## src/rtl/dmem_arbiter.sv

```systemverilog
// Shares the single-port DataRAM between the MEM stage and a debug/loader port.
// CPU has priority; a starvation counter forces a pending debug request through.
module dmem_arbiter #(
    parameter int unsigned STARVE_MAX = 4
) (
    input  logic        Clk,
    input  logic        Reset,
    input  logic        Cpu_Req,
    input  logic        Cpu_We,
    input  logic [31:0] Cpu_Addr,
    input  logic [31:0] Cpu_Din,
    output logic [31:0] Cpu_Dout,
    output logic        Cpu_Stall,
    input  logic        Dbg_Req,
    input  logic        Dbg_We,
    input  logic [31:0] Dbg_Addr,
    input  logic [31:0] Dbg_Din,
    output logic        Dbg_Ack,
    output logic [31:0] Dbg_Dout,
    output logic        Mem_WE,
    output logic [31:0] Mem_Addr,
    output logic [31:0] Mem_DataIn,
    input  logic [31:0] Mem_DataOut
);

    localparam logic [1:0] IDLE = 2'd0;
    localparam logic [1:0] WAIT = 2'd1;
    localparam logic [1:0] ACK  = 2'd2;

    localparam logic [3:0] STARVE_LIM = 4'(STARVE_MAX);

    logic [1:0]  state_q, state_d;
    logic [3:0]  cnt_q, cnt_d;
    logic        dbg_ack_q;
    logic [31:0] dbg_dout_q;
    logic        arb_state;
    logic        dbg_grant;

    assign arb_state = (state_q == IDLE) || (state_q == WAIT);
    assign dbg_grant = !Reset && Dbg_Req && arb_state && (!Cpu_Req || (cnt_q == STARVE_LIM));

    always_comb begin
        state_d = IDLE;
        if (dbg_grant) begin
            state_d = ACK;
        end else begin
            unique case (state_q)
                IDLE:    state_d = Dbg_Req ? WAIT : IDLE;
                WAIT:    state_d = Dbg_Req ? WAIT : IDLE;
                default: state_d = IDLE;
            endcase
        end
    end

    // Reaching this increment implies the CPU won the cycle, since debug was not granted.
    always_comb begin
        cnt_d = cnt_q;
        if (dbg_grant || !Dbg_Req || !arb_state) begin
            cnt_d = '0;
        end else if (cnt_q != STARVE_LIM) begin
            cnt_d = cnt_q + 4'd1;
        end
    end

    always_ff @(posedge Clk) begin
        if (Reset) begin
            state_q    <= IDLE;
            cnt_q      <= '0;
            dbg_ack_q  <= 1'b0;
            dbg_dout_q <= '0;
        end else begin
            state_q   <= state_d;
            cnt_q     <= cnt_d;
            dbg_ack_q <= dbg_grant;
            if (dbg_grant) begin
                dbg_dout_q <= Mem_DataOut;
            end
        end
    end

    always_comb begin
        if (dbg_grant) begin
            Mem_Addr   = Dbg_Addr;
            Mem_DataIn = Dbg_Din;
            Mem_WE     = Dbg_We;
        end else begin
            Mem_Addr   = Cpu_Addr;
            Mem_DataIn = Cpu_Din;
            Mem_WE     = Cpu_Req && Cpu_We && !Reset;
        end
    end

    assign Cpu_Stall = Cpu_Req && dbg_grant;
    assign Cpu_Dout  = Mem_DataOut;
    assign Dbg_Ack   = dbg_ack_q;
    assign Dbg_Dout  = dbg_dout_q;

endmodule

```

## config.mk

```make
export PLATFORM = sky130hd
export DESIGN_NAME = dmem_arbiter
export DESIGN_NICKNAME = d
export VERILOG_FILES = /design/src/rtl/dmem_arbiter.sv
export SDC_FILE = /design/constraint.sdc
export NUM_CORES = 1
export LEC_CHECK = 0
export CORE_AREA = 2 2 114 116
export DETAILED_ROUTE_END_ITERATION = 16
export DIE_AREA = 0 0 116 118
export PLACE_DENSITY = 0.76
export SLEW_MARGIN = 30
export SYNTH_ARGS = -nofsm -noshare
export SYNTH_HDL_FRONTEND = slang
export SYNTH_SLANG_ARGS = --single-unit
```

## constraint.sdc

```tcl
create_clock -name Clk -period 2.3 [get_ports Clk]
set_input_delay 0.575 -clock Clk [delete_from_list [all_inputs] [get_ports Clk]]
set_output_delay 0.575 -clock Clk [all_outputs]
set_load 0.05 [all_outputs]
```

==> impl_results.md <==
- Status: finished with violations
- Failing checks: negative setup slack
- Cells after Synth: about 230
- Avg Cell Area, Syn: 11.0 um2
- Layout cells sized above 1: between 40% and 50%
- Synth Area in XOR/XNOR: less than 1%
- RSZ-0062 raised after global routing: yes
- Pre-CTS setup slack: -0.658 ns
- Routability cong.: ~0.86
- Switching Fraction: 35.2%
- Post-synthesis sequential area ratio: slightly below 30%
- Pwr dens: roughly 440 nW/um2
- Vias in the first global route: ~3.2k
- Compound-cell area share of the yosys netlist: less than 1%
- First-pass GRT wire length: around 19 mm
- DIE HEIGHT: around 120 um
- Minimum clock period: approximately 2.6 ns
- Register area: around 740 um2
- Post-synthesis adder-cell area fraction: less than 1%
- Nets: 686
- # hold bufs at CTS: 0
- Hold Vio Cnt, Final: 0
- DP Area: 6180 um2
- Clock Path Buffers: 2
- Post-Syn Nets: around 400
- Synth Register Bits: 37
- Final-report setup violation count: 66
- Diode count: 0
- Ports: 297
- Placed cell count: about 670
- Max Cap Viol: 0
- H-tree levels: 2
- Residual DRC: 0
- P_int: 1930 uW
- Net Sw Power: about 1100 uW
- Max_slew headroom: 64.6%
- Avg Vias per Cell: 4.10
- P&R area growth vs syn: 166%
- Share of synthesized area spent on multiplexers: around 45%
- Syn Std Cell Area: approximately 2600 um2
- Final period utilization: 115%
- WP data required: 1.73 ns
- Clk_skew: between 0.006 and 0.007 ns
- Clock share of power: roughly 22%
- GR Overflow Total: 0
- Row cnt: about 40
- Crit path kind: in -> out
- Synth Warn #: 0
- Critical path peak fanout: 7
- Simple-gate portion of the synthesized area: 10.3%
- Unique masters post-synth: 22
- Hold WS: 0.516 ns
- Iter 0 DRT Violations: 100
- Drt wl/cell: between 15 and 20 um
- Largest net degree at the start of global routing: 35
- Initial Util: approximately 21%
- Static Leak: a little over 0.003 uW
- Non-filler cells, final: 690
- Worst VDD drop: approximately 0.28 mV
- Port buffer count: around 300
- Multi-input logic area: around 1700 um2
- HPWL Detailed: 9.97 mm
- Total number of vias: approximately 2.8k
- Fmax: 0.379 GHz
- Post-route ant nets: 0
- Core Area: 12,400 um2
- Flop pwr share: 23.1%
- Slew Viols, Final: 0
- Post-route cell area: about 6800 um2
- Total CTS buffers: 5
- Clock Pin Slew Worst Setup and Hold Paths: 0.06 ns
- Die width: ~120 um
- Commonest non-fill, non-tap cell in the layout: clkdlybuf4s50_1
- Worst Setup Slack, final: -0.337 ns
- DRT Pass-1 Iters: 4
- Critical Path AT: around 2.1 ns
- Comb power frac: a little over half
- Num Clock Sinks: 37
- Least-Margin Pin Slew: between 0.5 and 0.6 ns
- Most frequent cells in the layout: 195 x clkdlybuf4s50_1, 64 x mux2_4, 60 x buf_12
- Count of fill cells added during filler insertion: 1,026
- Largest family of logic cells by synthesized area: multiplexers
- CP startpoint kind: primary input
- Full die area: 13,700 um2
- Total Wirelength: around 13 mm
- Initial antenna violation count: 0
- Cell at the root of the clock tree: clkbuf_16
- Crit end category: output port
- Worst Hold Class: reg -> reg
- GRT Util Overall: between 10% and 20%
- Skew-Pair Late Insertion Delay: approximately 0.27 ns
- TritonCTS clock tree: built
-- sequential cells by signal, summed over array words and instances (netlist names) --
signal	count
Dbg_Dout	32
state_q	1
cnt_q	4
-- critical path: stages --
cell and delay (ns):
buf_6 0.09, or3b_4 0.37, a21o_4 0.23, buf_12 0.16
buf_12 0.14, mux2_4 0.33, buf_12 0.15
-- metal layers --
layer | share of wire [%] | global-route usage (%) | up-vias
li1 | - | - | 1336
met1 | 35 | 18.6 | 1323
met2 | 53 | 34.0 | 153
met3 | 9.6 | 5.46 | 16
met4 | 2.1 | 4.99 | 0
met5 | 0 | 0 | -
-- worst paths after layout --
check	slack [ns]	to	depth (start not counted)	startpoint
setup / recovery	-0.34	Mem_Addr[25]	7	Reset
hold / removal	0.52	cnt_q[3]	2	cnt_q[3]
setup reg to reg	0.09	Dbg_Dout[11]	9	state_q[1]
hold reg to reg	0.52	cnt_q[3]	2	cnt_q[3]
-- synth_stat cells --
cell      instances  area, um2
mux2_4           18        270
buf_6             4       45.0
buf_4            32        240
buf_2             7       35.0
nor2b_1          30        188
nand3b_1          1       7.51
nand3_1           2       10.0
dfxtp_1          37        741
or3b_1            1       8.76
a21o_1            1       7.51
inv_1             5       18.8
nand2_1           1       3.75
xor2_1            1       8.76
nor3b_1           1       7.51
o32ai_1           1       8.76
and2_1            1       6.26
and2b_1           2       15.0
mux2_2           78        878
ha_1              2       25.0
nor2_1            5       18.8
clkbuf_1          3       11.3
xnor2_1           1       8.76
-- logic make-up after synthesis --
logic type | Yosys count
AND/OR/NAND/NOR | 44
AO/OA/AOI/OAI | 2
multiplexers | 96
adder cells (fa/ha/maj) | 2
flip-flops | 37
buffers and inverters | 51
XOR/XNOR | 2
-- per-stage QoR --
| step | TNS (ns) | total power, uW | utilization, % |
|---|---|---|---|
| floorplan | -7.22 | 1510 | - |
| global placement | -46.63 | 2220 | 49.8 |
| detailed placement | -46.66 | 2220 | 49.8 |
| CTS | -20.62 | 3000 | 54.4 |
| global route | -20.85 | 3080 | 54.9 |
| finish | -19.66 | 2980 | 54.9 |
-- power groups by stage --
stage	clock [uW]	combinational [uW]	sequential, uW
after global placement	0	1510	701
after floorplan	0	699	813
final	665	1630	689
after CTS	684	1630	689
after detailed placement	0	1520	703
after global routing	709	1670	693
-- area by class of cell --
type,instances,share of cell area (%)
flip-flops and latches,37,10.9
repair buffers,323,58.9
clock buffers,7,2.09
inverters,5,0.349
multi-input cells,146,24.6
well taps,172,3.16
-- repair_timing --
action                                  4_1_cts  5_1_grt
pin swaps                                     2        3
gates cloned                                  5        1
resized for setup                            72       10
setup buffers                                 8        2
endpoints found under the setup margin       66       93
Note: power is estimated with default switching activity, not from simulation.
